$ cat config.mk
export PLATFORM = sky130hd
export DESIGN_NAME = ct_f_spsram_4096x32_ctrl
export DESIGN_NICKNAME = d
export VERILOG_FILES = /design/src/rtl/ct_f_spsram_4096x32_ctrl_pkg.sv /design/src/rtl/ct_f_spsram_rsp_fifo.sv /design/src/rtl/ct_f_spsram_4096x32_ctrl.sv
export SDC_FILE = /design/constraint.sdc
export NUM_CORES = 1
export LEC_CHECK = 0
export ABC_CLOCK_PERIOD_IN_PS = 3930
export BUFFER_PORTS_ARGS = -buffer_cell sky130_fd_sc_hd__buf_4
export CAP_MARGIN = 20
export CELL_PAD_IN_SITES_DETAIL_PLACEMENT = 0
export CELL_PAD_IN_SITES_GLOBAL_PLACEMENT = 1
export CORE_MARGIN = 2
export CORE_UTILIZATION = 33
export CTS_CLUSTER_SIZE = 24
export DETAILED_ROUTE_END_ITERATION = 6
export GPL_ROUTABILITY_DRIVEN = 0
export HOLD_SLACK_MARGIN = 0.1
export PLACE_DENSITY = 0.9
export SLEW_MARGIN = 20
export SYNTH_ARGS = -nofsm -noshare
export SYNTH_HDL_FRONTEND = slang
export SYNTH_SLANG_ARGS = --single-unit
$ cat constraint.sdc
create_clock -name CLK -period 3.93 [get_ports CLK]
set_input_delay 0.786 -clock CLK [delete_from_list [all_inputs] [get_ports CLK]]
set_output_delay 0.786 -clock CLK [all_outputs]
set_load 0.05 [all_outputs]
$ cat src/rtl/ct_f_spsram_4096x32_ctrl_pkg.sv
`default_nettype none
// ============================================================================
// Module      : ct_f_spsram_4096x32_ctrl_pkg
// Description : Shared definitions for the 4096x32 single-port SRAM
//               requester-side controller: FSM encoding, default geometry
//               and the byte-lane count used for bmask -> WEN expansion.
// Contents    : state_t            controller FSM states (INIT, READY)
//               DEF_ADDR_WIDTH     default SRAM word address width
//               DEF_WRAP_SIZE      default byte-lane width
//               DEF_RSP_DEPTH      default response FIFO depth
//               NUM_LANES          byte lanes per word
// Revision    : 1.0 - initial release
// ============================================================================
package ct_f_spsram_4096x32_ctrl_pkg;

  typedef enum logic [0:0] {
    ST_INIT  = 1'b0,
    ST_READY = 1'b1
  } state_t;

  localparam int DEF_ADDR_WIDTH = 12;
  localparam int DEF_WRAP_SIZE  = 8;
  localparam int DEF_RSP_DEPTH  = 2;

  // One WEN byte field per request mask bit.
  localparam int NUM_LANES      = 4;

endpackage
`default_nettype wire

$ cat src/rtl/ct_f_spsram_rsp_fifo.sv
`default_nettype none
// ============================================================================
// Module      : ct_f_spsram_rsp_fifo
// Description : Synchronous response FIFO with head-output data. Push and
//               pop may occur in the same cycle at any occupancy. The
//               caller guarantees by credit that it never pushes when full.
// Ports       : clk      in   clock
//               rst_n    in   asynchronous active-low reset
//               i_push   in   write i_wdata into the tail
//               i_wdata  in   WIDTH-bit push data
//               i_pop    in   remove head entry (ignored when empty)
//               o_rdata  out  head entry
//               o_cnt    out  current occupancy
// Revision    : 1.0 - initial release
// ============================================================================
module ct_f_spsram_rsp_fifo #(
  parameter int DEPTH = 2,
  parameter int WIDTH = 32
) (
  input  logic                       clk,
  input  logic                       rst_n,
  input  logic                       i_push,
  input  logic [WIDTH-1:0]           i_wdata,
  input  logic                       i_pop,
  output logic [WIDTH-1:0]           o_rdata,
  output logic [$clog2(DEPTH+1)-1:0] o_cnt
);

  localparam int PTR_W = (DEPTH > 1) ? $clog2(DEPTH) : 1;
  localparam int CNT_W = $clog2(DEPTH+1);

  logic [WIDTH-1:0] r_mem [DEPTH];
  logic [PTR_W-1:0] r_wr_ptr;
  logic [PTR_W-1:0] r_rd_ptr;
  logic [CNT_W-1:0] r_cnt;

  logic             w_pop;
  logic [PTR_W-1:0] w_wr_nxt;
  logic [PTR_W-1:0] w_rd_nxt;

  assign w_pop    = i_pop && (r_cnt != '0);
  // Explicit wrap keeps non-power-of-two depths correct.
  assign w_wr_nxt = (r_wr_ptr == PTR_W'(DEPTH-1)) ? '0 : r_wr_ptr + 1'b1;
  assign w_rd_nxt = (r_rd_ptr == PTR_W'(DEPTH-1)) ? '0 : r_rd_ptr + 1'b1;

  always_ff @(posedge clk or negedge rst_n) begin
    if (!rst_n) begin
      r_wr_ptr <= '0;
      r_rd_ptr <= '0;
      r_cnt    <= '0;
    end else begin
      if (i_push) r_wr_ptr <= w_wr_nxt;
      if (w_pop)  r_rd_ptr <= w_rd_nxt;
      case ({i_push, w_pop})
        2'b10:   r_cnt <= r_cnt + 1'b1;
        2'b01:   r_cnt <= r_cnt - 1'b1;
        default: r_cnt <= r_cnt;
      endcase
    end
  end

  // Storage needs no reset: entries are only visible through o_cnt.
  always_ff @(posedge clk) begin
    if (i_push) r_mem[r_wr_ptr] <= i_wdata;
  end

  assign o_rdata = r_mem[r_rd_ptr];
  assign o_cnt   = r_cnt;

endmodule
`default_nettype wire

$ cat src/rtl/ct_f_spsram_4096x32_ctrl.sv
`default_nettype none
// ============================================================================
// Module      : ct_f_spsram_4096x32_ctrl
// Description : Requester-side controller for the 4096x32 single-port SRAM
//               macro. Accepts read/write requests on a valid/ready channel,
//               drives the macro's active-low CEN/GWEN/WEN pins and returns
//               read data through a credit-protected response FIFO.
// Build macro : SPSRAM_CTRL_INIT_EN - when defined, zero-fills the whole
//               array after reset before accepting traffic.
// Ports       : CLK, RST_B                  clock, async active-low reset
//               req_vld/req_rdy/req_wr/req_addr/req_wdata/req_bmask
//                                           request channel
//               rsp_vld/rsp_rdy/rsp_rdata   read response channel
//               init_done                   ready for traffic
//               A/CEN/GWEN/WEN/D            SRAM macro drive
//               Q                           SRAM read data (1-cycle latency)
// Revision    : 1.0 - initial release
// ============================================================================
module ct_f_spsram_4096x32_ctrl
  import ct_f_spsram_4096x32_ctrl_pkg::*;
#(
  parameter int ADDR_WIDTH = DEF_ADDR_WIDTH,
  parameter int WRAP_SIZE  = DEF_WRAP_SIZE,
  parameter int RSP_DEPTH  = DEF_RSP_DEPTH
) (
  input  logic                          CLK,
  input  logic                          RST_B,
  input  logic                          req_vld,
  output logic                          req_rdy,
  input  logic                          req_wr,
  input  logic [ADDR_WIDTH-1:0]         req_addr,
  input  logic [NUM_LANES*WRAP_SIZE-1:0] req_wdata,
  input  logic [NUM_LANES-1:0]          req_bmask,
  output logic                          rsp_vld,
  input  logic                          rsp_rdy,
  output logic [NUM_LANES*WRAP_SIZE-1:0] rsp_rdata,
  output logic                          init_done,
  output logic [ADDR_WIDTH-1:0]         A,
  output logic                          CEN,
  output logic                          GWEN,
  output logic [NUM_LANES*WRAP_SIZE-1:0] WEN,
  output logic [NUM_LANES*WRAP_SIZE-1:0] D,
  input  logic [NUM_LANES*WRAP_SIZE-1:0] Q
);

  localparam int DW    = NUM_LANES * WRAP_SIZE;
  localparam int CNT_W = $clog2(RSP_DEPTH+1);

  state_t                r_state;
  logic                  r_init_done;
  logic                  r_rd_pend;

  logic                  w_init_wr;
  logic [ADDR_WIDTH-1:0] w_init_addr;
  logic                  w_accept;
  logic                  w_wr_acc;
  logic                  w_pop;
  logic                  w_credit_ok;
  logic [CNT_W-1:0]      w_fifo_cnt;
  logic [CNT_W:0]        w_occ;
  logic [CNT_W:0]        w_occ_net;
  logic [DW-1:0]         w_wen_wr;

  // --------------------------------------------------------------------------
  // FSM and init sequencing
  // --------------------------------------------------------------------------
`ifdef SPSRAM_CTRL_INIT_EN
  // r_init_run stays low in reset so the pins are idle while RST_B is low;
  // the walk starts on the first edge after release.
  logic                  r_init_run;
  logic [ADDR_WIDTH-1:0] r_init_addr;

  always_ff @(posedge CLK or negedge RST_B) begin
    if (!RST_B) begin
      r_state     <= ST_INIT;
      r_init_done <= 1'b0;
      r_init_run  <= 1'b0;
      r_init_addr <= '0;
    end else begin
      case (r_state)
        ST_INIT: begin
          if (!r_init_run) begin
            r_init_run <= 1'b1;
          end else if (r_init_addr == {ADDR_WIDTH{1'b1}}) begin
            r_init_run  <= 1'b0;
            r_state     <= ST_READY;
            r_init_done <= 1'b1;
          end else begin
            r_init_addr <= r_init_addr + 1'b1;
          end
        end
        ST_READY: r_state <= ST_READY;
        default:  r_state <= ST_INIT;
      endcase
    end
  end

  assign w_init_wr   = r_init_run;
  assign w_init_addr = r_init_addr;
`else
  always_ff @(posedge CLK or negedge RST_B) begin
    if (!RST_B) begin
      r_state     <= ST_INIT;
      r_init_done <= 1'b0;
    end else begin
      case (r_state)
        ST_INIT: begin
          r_state     <= ST_READY;
          r_init_done <= 1'b1;
        end
        ST_READY: r_state <= ST_READY;
        default:  r_state <= ST_INIT;
      endcase
    end
  end

  assign w_init_wr   = 1'b0;
  assign w_init_addr = '0;
`endif

  // --------------------------------------------------------------------------
  // Credit: count FIFO entries plus the read whose data is still on Q, minus
  // the entry leaving this cycle. Writes are gated the same way to keep
  // request ordering trivial.
  // --------------------------------------------------------------------------
  assign w_pop       = rsp_vld && rsp_rdy;
  assign w_occ       = {1'b0, w_fifo_cnt} + {{CNT_W{1'b0}}, r_rd_pend};
  assign w_occ_net   = w_occ - {{CNT_W{1'b0}}, w_pop};
  assign w_credit_ok = (w_occ_net < (CNT_W+1)'(RSP_DEPTH));

  assign req_rdy     = r_init_done && w_credit_ok;
  assign w_accept    = req_vld && req_rdy;
  assign w_wr_acc    = w_accept && req_wr;

  always_ff @(posedge CLK or negedge RST_B) begin
    if (!RST_B) r_rd_pend <= 1'b0;
    else        r_rd_pend <= w_accept && !req_wr;
  end

  // --------------------------------------------------------------------------
  // SRAM pin drive
  // --------------------------------------------------------------------------
  for (genvar gi = 0; gi < NUM_LANES; gi++) begin : g_lane
    assign w_wen_wr[gi*WRAP_SIZE +: WRAP_SIZE] = {WRAP_SIZE{~req_bmask[gi]}};
  end

  assign CEN  = ~(w_accept | w_init_wr);
  assign GWEN = ~(w_init_wr | w_wr_acc);
  assign WEN  = w_init_wr ? '0 : (w_wr_acc ? w_wen_wr : '1);
  assign D    = w_init_wr ? '0 : req_wdata;
  assign A    = w_init_wr ? w_init_addr : req_addr;

  // --------------------------------------------------------------------------
  // Response FIFO: Q is captured the cycle after the read access.
  // --------------------------------------------------------------------------
  ct_f_spsram_rsp_fifo #(
    .DEPTH (RSP_DEPTH),
    .WIDTH (DW)
  ) u_rsp_fifo (
    .clk     (CLK),
    .rst_n   (RST_B),
    .i_push  (r_rd_pend),
    .i_wdata (Q),
    .i_pop   (w_pop),
    .o_rdata (rsp_rdata),
    .o_cnt   (w_fifo_cnt)
  );

  assign rsp_vld   = (w_fifo_cnt != '0);
  assign init_done = r_init_done;

endmodule
`default_nettype wire

Word level (Yosys, flattened, before mapping)
Memories as Yosys holds them, arrays and structs flattened.
Index checks and enable logic that the tools add are counted.
- flip-flop bits (word level): 7
- RAM bits: 64
- input port bits: 85
- output and inout bits: 113
- memories: 1
- add/subtract/negate cells: 6
- $lt $le $gt $ge: 1
- equal/unequal tests: 2
- muxes and demuxes: 6
- bitwise gates (word level): 6
- reduce and logical (&&, ||, !) cells: 9
- memory list (memory ; depth ; bits a word ; rd ports ; clocked after memory_dff ; wr ports ; RTL line ; text):
    u_rsp_fifo.r_mem ; 2 ; 32 ; 1 ; 0 ; 1 ; ct_f_spsram_rsp_fifo.sv:32 ; logic [WIDTH-1:0] r_mem [DEPTH];
- operators with widths (cell ; number):
    two-way mux 32 bit ; 1
    logical AND 1 bit ; 6
    inverter 1 bit ; 6
    two-way mux 1 bit ; 4
    case mux 2 bit (2 select lines) ; 1
    nonzero test 2 bit ; 2
    adder 2 x 1 -> 3 bit ; 1
    less-than comparator 3 x 2 -> 1 bit, second input constant ; 1
    subtractor 3 x 1 -> 3 bit ; 1
    adder 1 bit, second input constant ; 2
    adder 2 x 1 -> 2 bit, second input constant ; 1
    equality test 2 x 1 -> 1 bit, second input constant ; 1
    equality test 2 bit, second input constant ; 1
    subtractor 2 x 1 -> 2 bit, second input constant ; 1
    zero test 1 bit ; 1

Longest topological paths before layout
- depth in word-level cells: 8
- mapped depth: 10

Cells and area by module
Synthesis repeated with hierarchy kept, for this count alone.
- cell total of the unflattened synthesis: 211
- area, all modules: 3403.3 µm²
- by module, submodules not included (module ; times used ; cells an instance ; area an instance (µm²)):
    ct_f_spsram_rsp_fifo ; 1 ; 115 ; 2643.8
    ct_f_spsram_4096x32_ctrl ; 1 ; 96 ; 759.5

Least setup slack after synthesis
Ideal clock, no wire load.
- path kind: register -> output
- start: register u_rsp_fifo.r_cnt[1] (netlist: u_rsp_fifo.o_cnt[1])
- end: output port WEN[10]
- arrival: 3.497 ns
- data required time: 3.144 ns
- slack: -0.353 ns
- cell stages (with the launch flop): 11
- cells stage by stage: dfrtp_1 -> or2_1 -> and2_1 -> ha_1 -> nand2b_1 -> fa_1 -> xnor2_1 -> and3_1 -> buf_6 -> nand4_1 -> buf_4
- cells in the longest elaborated chain, start to end: 8
- elaborated cells between the ends (all ways): 9
- those cells by class: 2 x add/sub; 1 x order compare; 1 x mux; 5 x reduce/logical
- RTL lines (what ; RTL line ; text):
    start, declared ; ct_f_spsram_rsp_fifo.sv:35 ; logic [CNT_W-1:0] r_cnt;
    start signal, assigned ; ct_f_spsram_rsp_fifo.sv:55 ; 2'b10: r_cnt <= r_cnt + 1'b1;
    start signal, assigned ; ct_f_spsram_rsp_fifo.sv:56 ; 2'b01: r_cnt <= r_cnt - 1'b1;
    start signal, assigned ; ct_f_spsram_rsp_fifo.sv:57 ; default: r_cnt <= r_cnt;
    nonzero test 2 bit ; ct_f_spsram_4096x32_ctrl.sv:169 ; assign rsp_vld = (w_fifo_cnt != '0);
    net rsp_vld ; ct_f_spsram_4096x32_ctrl.sv:34 ; output logic rsp_vld,
    logical AND 1 bit ; ct_f_spsram_4096x32_ctrl.sv:126 ; assign w_pop = rsp_vld && rsp_rdy;
    subtractor 3 x 1 -> 3 bit ; ct_f_spsram_4096x32_ctrl.sv:128 ; assign w_occ_net = w_occ - {{CNT_W{1'b0}}, w_pop};
    less-than comparator 3 x 2 -> 1 bit ; ct_f_spsram_4096x32_ctrl.sv:129 ; assign w_credit_ok = (w_occ_net < (CNT_W+1)'(RSP_DEPTH));
    logical AND 1 bit ; ct_f_spsram_4096x32_ctrl.sv:131 ; assign req_rdy = r_init_done && w_credit_ok;
    net req_rdy ; ct_f_spsram_4096x32_ctrl.sv:29 ; output logic req_rdy,
    logical AND 1 bit ; ct_f_spsram_4096x32_ctrl.sv:132 ; assign w_accept = req_vld && req_rdy;
    logical AND 1 bit ; ct_f_spsram_4096x32_ctrl.sv:133 ; assign w_wr_acc = w_accept && req_wr;
    two-way mux 32 bit ; ct_f_spsram_4096x32_ctrl.sv:149 ; assign WEN = w_init_wr ? '0 : (w_wr_acc ? w_wen_wr : '1);
    end, declared ; ct_f_spsram_4096x32_ctrl.sv:41 ; output logic [NUM_LANES*WRAP_SIZE-1:0] WEN,
The timed path passes the listed nets, and every way through them passes these cells.

Worst setup path after layout
- start: register u_rsp_fifo.r_cnt[1] (netlist: u_rsp_fifo.o_cnt[1])
- end: output port WEN[27]
- cells in the longest elaborated chain, start to end: 8
- elaborated cells between the ends (all ways): 9
- those cells by class: 2 x add/sub; 1 x order compare; 1 x mux; 5 x reduce/logical
- RTL lines (what ; RTL line):
    branches (longest 2 deep; another with adder 2 x 1 -> 3 bit) ; n/a
    subtractor 3 x 1 -> 3 bit * ; ct_f_spsram_4096x32_ctrl.sv:128
    less-than comparator 3 x 2 -> 1 bit * ; ct_f_spsram_4096x32_ctrl.sv:129
    logical AND 1 bit * ; ct_f_spsram_4096x32_ctrl.sv:131
    logical AND 1 bit * ; ct_f_spsram_4096x32_ctrl.sv:132
    logical AND 1 bit * ; ct_f_spsram_4096x32_ctrl.sv:133
    two-way mux 32 bit * ; ct_f_spsram_4096x32_ctrl.sv:149
Every way passes the cells marked *.

==> flow_metrics.py <==
metrics = {
    "sta": {
        "fin_crit_ns": 3.69,
        "setup_viol": 0,
        "slew_headroom": 0.339,
        "rsz0062_at_grt": "no",
        "fmax_ghz": 0.271,
        "finalHoldViolCount": 0,
        "worst_pin_slew_ns": 0.990,
        "final.setup.worst_slack_ns": 0.240,
        "finalMaxSlewViolations": 0,
        "period_share": 0.939,
        "fin_skew_ns": 0.00804,
    },
    "detailed_routing": {
        "wl_met1_mm": 2.26,
        "vias_per_cell": 4.15,
        "drt-initial-drc-count": 27,
        "top_layer": "met4",
        "via_count": 1610,
        "met3WireLength_um": 388,
        "wl_per_cell_um": 14.8,
        "wl_met2_mm": 2.94,
        "drt_pass1_iterations": 4,
        "drt_wl_total_mm": 5.73,
        "final_antenna_net_count": 0,
        "drc": 0,
    },
    "clocking": {
        "clock_latency_ns": 0.34,
        "cts_setup_buffers": 0,
        "postCtsHoldBufs": 0,
        "cts.clk_slew.worst_paths_ns": 0.07,
        "clock-root-buffer": "clkbuf_8",
        "cts_max_level": 3,
        "numCtsBuffers": 9,
        "cts_resized": 0,
        "clockBufferDepth": 2,
        "clkSinkCount": 71,
        "cts_tree": "done",
    },
    "setup_path": {
        "rr_endpoint": "r_rd_pend",
        "crit_chain": "or2_4 -> and2_4 -> ha_4 -> nand2b_4 -> fa_2 -> and3_4 -> nand4_1 -> buf_4",
        "cp_slowest_cell": "fa_2",
        "start_kind": "register",
        "critPathCaptureType": "output pin",
        "cpPeakStageDelay_ns": 0.52,
        "cp_max_fo": 8,
        "path_class": "reg2out",
        "arrival_ns": 2.90,
        "crit_required_ns": 3.14,
        "reg2reg_from": "u_rsp_fifo.o_cnt[1]",
        "ff2ff_path_depth": 7,
        "rrSetupSlack_ns": 1.74,
    },
    "pwr": {
        "max-vdd-ir-drop_v": 0.000334,
        "p_leak_nw": 1.46,
        "p_per_area_mw_per_mm2": 777,
    },
    "logic_synthesis": {
        "yosys.area.top_type": "edfxtp_1",
        "yosysWarnings": 0,
        "yosysTopAreaCellShare": 0.596,
        "syn-instance-count": 207,
        "synth-seq-cells": 71,
        "yosysSeqAreaShare": 0.650,
        "ys_top_cells_by_area": "edfxtp_1, buf_4, mux2_2",
        "netlist_area_mm2": 0.00323,
        "avgSynthCellArea_um2": 15.6,
        "ys_types": 21,
        "syn-num-nets": 295,
    },
    "placed_design": {
        "io_buffers": 109,
        "hpwlAfterDp_mm": 3.84,
        "place_ws_ns": 0.375,
        "dpl.cell_count": 373,
    },
    "final_layout": {
        "synthToLayoutAreaGrowth_pct": 19.6,
        "drive_above_1_share": 0.647,
        "seq_area_mm2": 0.00210,
        "fill_cells": 947,
        "nets": 339,
        "antenna_cells": 0,
        "multi_input_area_um2": 591,
        "fin_cells": 388,
    },
    "grt": {
        "antenna_found_initial": 0,
        "grt_overflow": 0,
        "grt_first_pass_wirelength_mm": 8.03,
        "grt_pass1_vias": 1592,
        "grt.total_usage": 0.104,
        "grt_max_degree": 33,
    },
    "die": {
        "die_w_um": 103,
        "die-area_mm2": 0.0106,
        "core_mm2": 0.00964,
        "ioPinCount": 198,
        "start_util": 0.335,
        "die_h_um": 103,
        "rows": 36,
    },
    "outcome": {
        "status": "complete, no violations",
    },
    "run": {
        "cap_viol_max_count": 0,
    },
    "hold_path": {
        "hp-class": "in2async",
    },
}
[flip-flops by register name, summed over array words and instances (netlist names)]
register and count:
r_rd_pend 1, u_rsp_fifo.o_cnt 2, r_state 1, u_rsp_fifo.r_mem 64, u_rsp_fifo.r_wr_ptr 1, init_done 1, u_rsp_fifo.r_rd_ptr 1
[per-stage QoR]
stage	setup TNS [ns]	utilization	cell area, µm²	hold slack [ns]	total power, W
finish	0	0.400	3860	0.247	0.00300
global route	0	0.400	3860	0.229	0.00314
CTS	0	0.400	3860	0.222	0.00304
detailed placement	0	0.383	3690	0.410	0.00252
global placement	0	0.383	3690	0.393	0.00250
floorplan	-3.52	-	3340	0.390	0.00237
[layer usage]
metal	up-vias	global-route usage
li1	743	-
met3	13	0.0346
met5	-	0
met1	773	0.115
met4	0	0.0719
met2	81	0.171
[critical path, delay by kind of cell, from the launching register on]
kind | cells | cell delay [ns]
DFF | 1 | 0.46
buffers and inverters | 1 | 0.31
and+or+nand+nor | 5 | 1.08
adders and majority gates | 2 | 0.72
[synthesized netlist by cell type, drive strengths merged]
| master | number |
|---|---|
| and2 | 2 |
| nand2b | 2 |
| xnor2 | 3 |
| mux2 | 32 |
| nand4 | 4 |
| inv | 2 |
| or2 | 1 |
| and3b | 1 |
| nand3 | 1 |
| buf | 77 |
| conb | 1 |
| nand2 | 1 |
| dfrtp | 7 |
| xor2 | 3 |
| fa | 1 |
| edfxtp | 64 |
| nor2 | 2 |
| ha | 2 |
| and3 | 1 |
[worst max path at each step]
| stage | endpoint | cells past startpoint | start | slack [ns] |
|---|---|---|---|---|
| 2_1_floorplan | WEN[10] | 8 | rsp_rdy | -0.16 |
| 3_3_place_gp | WEN[29] | 8 | rsp_rdy | 0.44 |
| 3_5_place_dp | WEN[27] | 8 | rsp_rdy | 0.38 |
| 4_1_cts | WEN[27] | 8 | u_rsp_fifo.o_cnt[1] | 0.19 |
| 5_1_grt | WEN[27] | 9 | u_rsp_fifo.o_cnt[1] | 0.03 |
| 6_report | WEN[27] | 8 | u_rsp_fifo.o_cnt[1] | 0.24 |
[area by class of cell]
cell class	count	share of cell area
Clock buffer	9	0.0321
Clock inverter	6	0.0120
Inverter	2	0.00195
Multi-Input combinational cell	57	0.153
Sequential cell	71	0.544
Tap cell	133	0.0431
Timing Repair Buffer	110	0.214
[power breakdown]
| group | total, W | internal (W) | switching (W) | leakage [nW] |
|---|---|---|---|---|
| Combinational | 0.00146 | 0.000499 | 0.000964 | 0.723 |
| Clock | 0.000508 | 0.000228 | 0.000280 | 0.0817 |
| Sequential | 0.00103 | 0.000941 | 0.0000848 | 0.659 |
| Total | 0.00300 | 0.00167 | 0.00133 | 1.46 |
[cell usage in the layout, fill, tap and decap left out]
master and n:
buf_4 110, edfxtp_1 64, mux2_2 32, clkbuf_8 9, dfrtp_1 7, nand4_1 4, xnor2_1 3, xor2_1 3
inv_1 2, clkinvlp_4 2, clkinv_4 2, or2_4 1, and2_4 1, nand2b_4 1, and3_4 1, nand2_1 1
nand3_1 1, and3b_1 1, and2_2 1, nor2_4 1, nand2b_1 1, nor2_1 1, fa_2 1, ha_4 1
ha_1 1, inv_6 1, clkinv_2 1, conb_1 1
[kinds of logic after synthesis]
kind of cell / synth area share
xor+xnor: 0.0163
mux: 0.112
simple gates: 0.0272
flops: 0.650
fa+ha+maj: 0.0140
other cells: 0.00116
buf+inv: 0.180
No activity file was read; power rests on OpenSTA's default activity.
